File: src/rtl/fft_layer_sequencer.sv
// Run controller for the in-place FFT: walks the scramble layer and each butterfly
// layer in turn, chip-selects the active one and routes its memory signals onto the shared bus.
module fft_layer_sequencer #(
  parameter int FFT_SIZE       = 8,
  parameter int NUM_LAYERS     = $clog2(FFT_SIZE) + 1,
  parameter int ADDR_SIZE      = $clog2(2 * FFT_SIZE),
  parameter int TWID_ADDR_SIZE = 7,
  parameter int PIPE_LATENCY   = 2,
  parameter int TIMER_WIDTH    = 16
) (
  input  logic                                 i_CLK,
  input  logic                                 i_RST,
  input  logic                                 i_start,
  input  logic                                 i_abort,
  input  logic [NUM_LAYERS-1:0]                i_layer_done,
  input  logic [NUM_LAYERS-1:0]                i_rden_vec,
  input  logic [NUM_LAYERS-1:0]                i_wren_vec,
  input  logic [NUM_LAYERS*ADDR_SIZE-1:0]      i_rdaddr_A_vec,
  input  logic [NUM_LAYERS*ADDR_SIZE-1:0]      i_rdaddr_B_vec,
  input  logic [NUM_LAYERS*TWID_ADDR_SIZE-1:0] i_rdaddr_tw_vec,
  output logic [NUM_LAYERS-1:0]                o_cs,
  output logic [$clog2(NUM_LAYERS)-1:0]        o_layer_sel,
  output logic                                 o_bus_rden,
  output logic                                 o_bus_wren,
  output logic [ADDR_SIZE-1:0]                 o_bus_rdaddr_A,
  output logic [ADDR_SIZE-1:0]                 o_bus_rdaddr_B,
  output logic [TWID_ADDR_SIZE-1:0]            o_bus_twaddr,
  output logic                                 o_wrsel,
  output logic                                 o_busy,
  output logic                                 o_done,
  output logic [TIMER_WIDTH-1:0]               o_cycles
);

  localparam int LSEL_W = $clog2(NUM_LAYERS);
  localparam int DRN_W  = (PIPE_LATENCY < 1) ? 1 : $clog2(PIPE_LATENCY + 1);
  localparam logic [LSEL_W-1:0] LAST_LAYER = LSEL_W'(NUM_LAYERS - 1);
  localparam logic [DRN_W-1:0]  DRAIN_INIT = DRN_W'(PIPE_LATENCY);

  typedef enum logic [1:0] {
    S_IDLE,
    S_RUN,
    S_DRAIN,
    S_DONE
  } state_t;

  state_t                 r_state;
  state_t                 w_next_state;
  logic [LSEL_W-1:0]      r_layer_sel;
  logic [LSEL_W-1:0]      w_next_layer;
  logic [DRN_W-1:0]       r_drain_cnt;
  logic [DRN_W-1:0]       w_next_drain;
  logic [TIMER_WIDTH-1:0] r_cycles;

  logic                      w_sel_done;
  logic                      w_sel_rden;
  logic                      w_sel_wren;
  logic [ADDR_SIZE-1:0]      w_sel_addr_A;
  logic [ADDR_SIZE-1:0]      w_sel_addr_B;
  logic [TWID_ADDR_SIZE-1:0] w_sel_tw;
  logic                      w_last_layer;
  logic                      w_accept_start;

  assign w_last_layer   = (r_layer_sel == LAST_LAYER);
  assign w_accept_start = (r_state == S_IDLE) && i_start && !i_abort;

  // Pick out the active layer's slice; the scramble layer has no twiddle address.
  always_comb begin
    w_sel_done   = 1'b0;
    w_sel_rden   = 1'b0;
    w_sel_wren   = 1'b0;
    w_sel_addr_A = '0;
    w_sel_addr_B = '0;
    w_sel_tw     = '0;
    for (int n = 0; n < NUM_LAYERS; n++) begin
      if (r_layer_sel == LSEL_W'(n)) begin
        w_sel_done   = i_layer_done[n];
        w_sel_rden   = i_rden_vec[n];
        w_sel_wren   = i_wren_vec[n];
        w_sel_addr_A = i_rdaddr_A_vec[n*ADDR_SIZE +: ADDR_SIZE];
        w_sel_addr_B = i_rdaddr_B_vec[n*ADDR_SIZE +: ADDR_SIZE];
        if (n != 0) begin
          w_sel_tw = i_rdaddr_tw_vec[n*TWID_ADDR_SIZE +: TWID_ADDR_SIZE];
        end
      end
    end
  end

  always_comb begin
    w_next_state = r_state;
    w_next_layer = r_layer_sel;
    w_next_drain = r_drain_cnt;
    case (r_state)
      S_IDLE: begin
        if (w_accept_start) begin
          w_next_state = S_RUN;
          w_next_layer = '0;
        end
      end
      S_RUN: begin
        if (i_abort) begin
          w_next_state = S_IDLE;
          w_next_layer = '0;
        end else if (w_sel_done) begin
          if (r_layer_sel == '0) begin
            w_next_layer = r_layer_sel + 1'b1;
          end else if (PIPE_LATENCY > 0) begin
            w_next_state = S_DRAIN;
            w_next_drain = DRAIN_INIT;
          end else if (w_last_layer) begin
            w_next_state = S_DONE;
            w_next_layer = '0;
          end else begin
            w_next_layer = r_layer_sel + 1'b1;
          end
        end
      end
      S_DRAIN: begin
        if (i_abort) begin
          w_next_state = S_IDLE;
          w_next_layer = '0;
        end else if (r_drain_cnt <= DRN_W'(1)) begin
          if (w_last_layer) begin
            w_next_state = S_DONE;
            w_next_layer = '0;
          end else begin
            w_next_state = S_RUN;
            w_next_layer = r_layer_sel + 1'b1;
          end
        end else begin
          w_next_drain = r_drain_cnt - 1'b1;
        end
      end
      S_DONE: begin
        w_next_state = S_IDLE;
        w_next_layer = '0;
      end
      default: begin
        w_next_state = S_IDLE;
        w_next_layer = '0;
      end
    endcase
  end

  always_ff @(posedge i_CLK or posedge i_RST) begin
    if (i_RST) begin
      r_state <= S_IDLE;
    end else begin
      r_state <= w_next_state;
    end
  end

  // Cycle counter is cleared by an accepted start and frozen by abort or saturation.
  always_ff @(posedge i_CLK or posedge i_RST) begin
    if (i_RST) begin
      r_layer_sel <= '0;
      r_drain_cnt <= '0;
      r_cycles    <= '0;
    end else begin
      r_layer_sel <= w_next_layer;
      r_drain_cnt <= w_next_drain;
      if (w_accept_start) begin
        r_cycles <= '0;
      end else if ((r_state == S_RUN || r_state == S_DRAIN) && !i_abort &&
                   (r_cycles != '1)) begin
        r_cycles <= r_cycles + 1'b1;
      end
    end
  end

  // During drain the pipe still writes back, so only the write side stays live.
  always_comb begin
    o_cs           = '0;
    o_bus_rden     = 1'b0;
    o_bus_wren     = 1'b0;
    o_bus_rdaddr_A = '0;
    o_bus_rdaddr_B = '0;
    o_bus_twaddr   = '0;
    o_wrsel        = 1'b0;
    case (r_state)
      S_RUN: begin
        o_cs           = NUM_LAYERS'(1) << r_layer_sel;
        o_bus_rden     = w_sel_rden;
        o_bus_wren     = w_sel_wren;
        o_bus_rdaddr_A = w_sel_addr_A;
        o_bus_rdaddr_B = w_sel_addr_B;
        o_bus_twaddr   = w_sel_tw;
        o_wrsel        = (r_layer_sel != '0);
      end
      S_DRAIN: begin
        o_bus_wren     = 1'b1;
        o_bus_rdaddr_A = w_sel_addr_A;
        o_bus_rdaddr_B = w_sel_addr_B;
        o_bus_twaddr   = w_sel_tw;
        o_wrsel        = 1'b1;
      end
      default: begin
        o_cs = '0;
      end
    endcase
  end

  assign o_layer_sel = r_layer_sel;
  assign o_busy      = (r_state == S_RUN) || (r_state == S_DRAIN);
  assign o_done      = (r_state == S_DONE);
  assign o_cycles    = r_cycles;

endmodule

File: config.mk
export PLATFORM = sky130hd
export DESIGN_NAME = fft_layer_sequencer
export DESIGN_NICKNAME = d
export VERILOG_FILES = /design/src/rtl/fft_layer_sequencer.sv
export SDC_FILE = /design/constraint.sdc
export NUM_CORES = 1
export LEC_CHECK = 0
export ABC_AREA = 1
export BUFFER_PORTS_ARGS = -buffer_cell sky130_fd_sc_hd__buf_4
export CAP_MARGIN = 20
export CORE_UTILIZATION = 45
export CTS_BUF_LIST = sky130_fd_sc_hd__clkbuf_2 sky130_fd_sc_hd__clkbuf_4 sky130_fd_sc_hd__clkbuf_8
export DETAILED_ROUTE_END_ITERATION = 10
export PLACE_DENSITY = 0.81
export SLEW_MARGIN = 20
export SYNTH_ARGS = -nofsm -noshare
export SYNTH_HDL_FRONTEND = slang
export SYNTH_SLANG_ARGS = --single-unit
File: constraint.sdc
create_clock -name i_CLK -period 5.5 [get_ports i_CLK]
set_input_delay 0.55 -clock i_CLK [delete_from_list [all_inputs] [get_ports i_CLK]]
set_output_delay 0.55 -clock i_CLK [all_outputs]
set_load 0.005 [all_outputs]
# --- Yosys cells after proc, flatten, opt, wreduce, memory -nomap -nowiden ---
# Cells that the tools add are included.
word_totals:
  regBits: 22
  in_bits: 76
  output_inout_bits: 42
  elab_cells: 93
classes:
  n_addsub: 3
  n_lt_le_gt_ge: 1
  n_eq_ne: 17
  shift: 1
  n_mux: 52
  n_reduce_logical: 15
op_table:
  columns: ["cell", "count"]
  rows:
  - ["2-to-1 mux 4 bit", 11]
  - ["2-to-1 mux 2 bit", 17]
  - ["2-to-1 mux 16 bit", 2]
  - ["2-to-1 mux 7 bit", 4]
  - ["adder 16 x 1 -> 16 bit, second input constant", 1]
  - ["inequality test 16 bit, second input constant", 1]
  - ["case mux 2 bit (4 select lines)", 2]
  - ["2-to-1 mux 1 bit", 13]
  - ["inequality test 2 bit, second input constant", 6]
  - ["inequality test 3 bit, second input constant", 4]
  - ["equality test 2 bit, second input constant", 4]
  - ["AND reduction 4 bit", 2]
  - ["AND reduction 6 bit", 1]
  - ["nonzero test 2 bit", 3]
  - ["equality test 2 x 1 -> 1 bit, second input constant", 2]
  - ["logical AND 1 bit", 4]
  - ["logical NOT 2 bit", 2]
  - ["case mux 1 bit (2 select lines)", 2]
  - ["case mux 2 bit (2 select lines)", 1]
  - ["left shift 1 x 2 -> 4 bit, first input constant", 1]
  - ["adder 2 x 1 -> 2 bit, second input constant", 1]
  - ["less-or-equal comparator 2 x 1 -> 1 bit, second input constant", 1]
  - ["OR reduction 2 bit", 1]
  - ["subtractor 2 x 1 -> 2 bit, second input constant", 1]
  - ["2 further kinds", 2]

# --- Depth between registers and ports, before layout ---
logic_depth:
  word_depth: 8
  mapped_depth: 12
  depth_no_buf: 12

# --- Least setup slack after synthesis ---
# Ideal clock, no wire load.
synth_path:
  path_kind: "reg2out"
  start: "register r_layer_sel[0] (netlist: o_layer_sel[0])"
  end: "output o_bus_rdaddr_A[0]"
  t_arrival_ps: 1690
  t_required_ps: 4950
  setup_slack_ps: 3260
  stages_incl_launch_ff: 8
  path_buffers: 2
  cell_sequence: "dfrtp_1 > inv_1 > ha_1 > clkbuf_1 > nor2_1 > buf_2 > nand2_1 > a31oi_1"
synth_between:
  elab_chain_cells: 6
  elab_cells_between_ends: 9
  classes_between: "eq/ne (3); mux (5); reduce/logical (1)"
synth_lines:
  columns: ["element", "line", "text"]
  rows:
  - ["start: declaration", "48", "logic [LSEL_W-1:0] r_layer_sel;"]
  - ["start signal: assignment", "159", "r_layer_sel <= w_next_layer;"]
  - ["logical NOT 2 bit", "75", "if (r_layer_sel == LSEL_W'(n)) begin"]
  - ["2-to-1 mux 4 bit (3 in series)", "75", null]
  - ["2-to-1 mux 4 bit *", "75", null]
  - ["2-to-1 mux 4 bit *", "179", "case (r_state)"]
  - ["end: declaration", "25", "output logic [ADDR_SIZE-1:0] o_bus_rdaddr_A,"]
# Every way passes the cells marked *; elsewhere a longest branch is shown, timed or not.

# --- Final worst setup path ---
layout_path:
  start: "register r_layer_sel[0] (netlist: o_layer_sel[0])"
  end: "output o_bus_wren"
layout_between:
  elab_chain_cells: 6
  elab_cells_between_ends: 9
  classes_between: "eq/ne (3); mux (5); reduce/logical (1)"
layout_lines:
  columns: ["element", "line", "text"]
  rows:
  - ["logical NOT 2 bit", "75", null]
  - ["2-to-1 mux 1 bit (3 in series)", "75", null]
  - ["2-to-1 mux 1 bit *", "75", null]
  - ["case mux 1 bit (2 select lines) *", "179", null]
  - ["end: declaration", "24", "output logic o_bus_wren,"]
# Marked as above.

==> summary.txt <==
Status
  – Status: complete, but fails checks
  – Failing checks: design-rule violations

Routing
  – Pre-antenna DRT Iters: 8
  – Number of routed nets with antenna violations: 0
  – DRT Wirelength: between 7000 and 8000 µm
  – Drt via density: around 5.6
  – DR vias: between 2000 and 3000
  – Initial DRC Count: a little over 200
  – Post-DR wirelength/cell: 14.9 µm
  – Drt drc: 8

Global route
  – Tot GR Track Use: 0.291
  – Grt total ovfl: 0
  – First-pass GRT wire length: between 10000 and 15000 µm
  – Largest net degree at the start of global routing: 23
  – Vias in the first global route: approximately 2500
  – Initial antenna violation count: 0

Finish
  – Layout cell share with drive strength beyond 1: 0.333
  – Ant diodes: 0
  – Syn-to-layout area delta: 40.0%
  – Non-Filler Instances: 473
  – Final net count: a little over 500

Synthesis
  – Synth Flop Type: dfrtp_1
  – Register area share after synthesis: 0.256
  – Synth Warn #: 0
  – Yosys top cell area share: 0.256
  – Synthesized area per cell: around 6.7 µm²
  – Synth Area in Compound Gates: 0.195
  – Synth Area in Adders: 0.0699
  – Syn nets: 410
  – Simple-gate share of the synthesized area: 0.354
  – Post-Synthesis Cell Area: about 0.0021 mm²
  – Synthesis-stage register bit count: 22
  – Multiplexer area fraction after synthesis: 0
  – Largest family of logic cells by synthesized area: simple AND/OR/NAND/NOR gates
  – Number of flops mapped to enable cells by yosys: 0
  – Synth Area in XOR/XNOR: 0.0245
  – Distinct cells, synth: 35
  – Largest cells by area after synthesis: dfrtp_1, nand2_1, a21oi_1
  – Cells after Synth: about 320
  – Biggest area consumer among synthesized cells: dfrtp_1
  – Post-synth ARST share: 1.00

STA
  – Crit path time final: 3170 ps
  – Fin Clk Skew: approximately 5.4 ps
  – F_max: approximately 320 MHz
  – Fin Hold WS: roughly 460 ps
  – Max-slew violation count: 0
  – RSZ-0062 raised after global routing: no
  – Worst-Margin Slew: just under 900 ps
  – Setup ws final: approximately 2300 ps
  – Slew margin rel.: 0.423
  – Setup TNS Final: 0 ps
  – Fin. Hold Viols: 0
  – Tcrit/Tclk final: 0.577
  – Final setup violation count: 0

Floorplanning
  – Die height: ~70 µm
  – Core area: 0.00447 mm²
  – Initial core utilization: 0.480
  – Die area: slightly above 0.005 mm²
  – Row count: 24
  – Die width: 71.1 µm
  – IO Count: 118

CTS
  – Clock Latency Late Sink: around 270 ps
  – CTS Buf Count: 3
  – CTS sink cnt: 22
  – CTS H-tree lvls: 1
  – TritonCTS clock tree: built
  – Clock root buffer: clkbuf_8
  – Reg clk slew, reported paths: roughly 80 ps
  – CTS max path bufs: 2
  – Setup Fix Bufs, Post-CTS: 0
  – Post-cts hold buffer count: 0
  – Post-CTS resize count: 0

Critical path
  – Crit-path slowest cell: nor2_2
  – Worst r2r dst: o_layer_sel[1]$_DFFE_PP0P_
  – Max incr delay on CP: roughly 700 ps
  – CP Capture Type: output pin
  – R2R setup slack: 2850 ps
  – FF-to-FF path depth: 10
  – Required @ worst endpoint: 4950 ps
  – Startpoint Class: flop
  – CP Max Fanout: 20
  – CP Cell Sequence: inv_1 -> ha_1 -> nor2_2 -> nand2_1 -> nand3_1 -> o211ai_1 -> a21oi_1 -> buf_4
  – WS Path Type: reg -> out
  – RR Startpoint: o_layer_sel[0]$_DFFE_PP0P_
  – Crit path DAT: approximately 2600 ps

Job
  – Max_cap viols: 0

Placed design
  – Final HPWL DP: between 5000 and 6000 µm
  – IO Port Bufs: 110
  – Pre-CTS setup slack: around 2400 ps
  – GPL Wtd Cong: between 0.8 and 0.9
  – Number of cells after detailed placement: ~470

Pwr
  – PwrDens: between 300 and 400 mW/mm²
  – Maximum vdd drop: around 250 µV
  – Leakage: ~1.5 nW

Min path
  – Min-delay worst type: in -> async
report_power, final:
part	internal [mW]	switching, mW
sequential	0.191	0.0435
combinational	0.244	0.327
clock	0.0639	0.0554
total	0.499	0.426
cells by family (layout without fill, tap and decap cells):
kind of cell / Yosys count / in the layout
AOI/OAI and AO/OA: 72 / 72
adders and majority gates: 12 / 12
xor gates and xnor gates: 6 / 6
buffers and inverters: 47 / 146
and+or+nand+nor: 163 / 163
DFF: 22 / 22
critical path, delay by kind of cell (launching register included):
kind | cells | cell delay, ps
and+or+nand+nor | 3 | 930
buffers and inverters | 2 | 240
DFF | 1 | 460
AOI/OAI and AO/OA | 2 | 240
adders and majority gates | 1 | 480
cell usage in the layout (no fill, tap or decap), types with 2 or more instances in the layout:
cell      netlist  final
nor3_1          6      6
clkbuf_8        0      4
buf_4           0    110
o21ai_0        20     20
nand2_2         5      5
ha_1           12     12
nor2_1         15     14
a31oi_1         9      9
nand4_1        16     16
inv_1          28     28
xor2_1          5      5
nand2_1        81     81
nand3_1        28     28
o21ai_2         7      7
dfrtp_1        22     22
o21bai_1        2      2
or2_2           4      4
a21oi_1        30     30
inv_2           3      3
sequential cells by signal, indices dropped and copies added (netlist names):
register and count:
o_cycles 16, r_drain_cnt 2, o_layer_sel 2, r_state 2
layout make-up:
type | count | area [µm²]
sequential | 22 | 551
multi-input combinational | 253 | 1390
timing repair buffer | 110 | 826
fill | 416 | 1470
tap | 52 | 65.1
inverter | 32 | 125
clock buffer | 4 | 55.1
cells in the mapped netlist, drive strengths merged (4+ instances only):
library cell / instances
a21oi: 30
a31oi: 9
buf: 4
clkbuf: 11
dfrtp: 22
ha: 12
inv: 31
nand2: 87
nand3: 29
nand4: 16
nor2: 16
nor3: 7
o21ai: 29
or2: 5
xor2: 5
how the worst max path moves through the flow:
stage | startpoint | endpoint | slack [ps] | cells past startpoint
after floorplan | o_layer_sel[0]$_DFFE_PP0P_ | o_bus_rdaddr_A[0] | 3260 | 7
after global placement | o_layer_sel[0]$_DFFE_PP0P_ | o_bus_wren | 2380 | 8
after detailed placement | o_layer_sel[0]$_DFFE_PP0P_ | o_bus_wren | 2350 | 8
after CTS | o_layer_sel[0]$_DFFE_PP0P_ | o_bus_wren | 2040 | 8
after global routing | o_layer_sel[0]$_DFFE_PP0P_ | o_bus_wren | 2110 | 8
final | o_layer_sel[0]$_DFFE_PP0P_ | o_bus_wren | 2330 | 8
routing by layer:
metal  track usage  vias up  wire (µm)
met1         0.377     1235       2960
li1              -     1283          -
met5             0        -          0
met2         0.499      124       3430
met3        0.0427       22        479
met4        0.0956        0        186
metrics by stage:
step | cell area, µm² | util | power (mW)
finish | 3010 | 0.672 | 0.926
global route | 3010 | 0.672 | 1.00
CTS | 3000 | 0.671 | 0.922
detailed placement | 2950 | 0.659 | 0.800
global placement | 2950 | 0.659 | 0.785
floorplan | 2150 | - | 0.599
(Power assumes the default switching activity.)
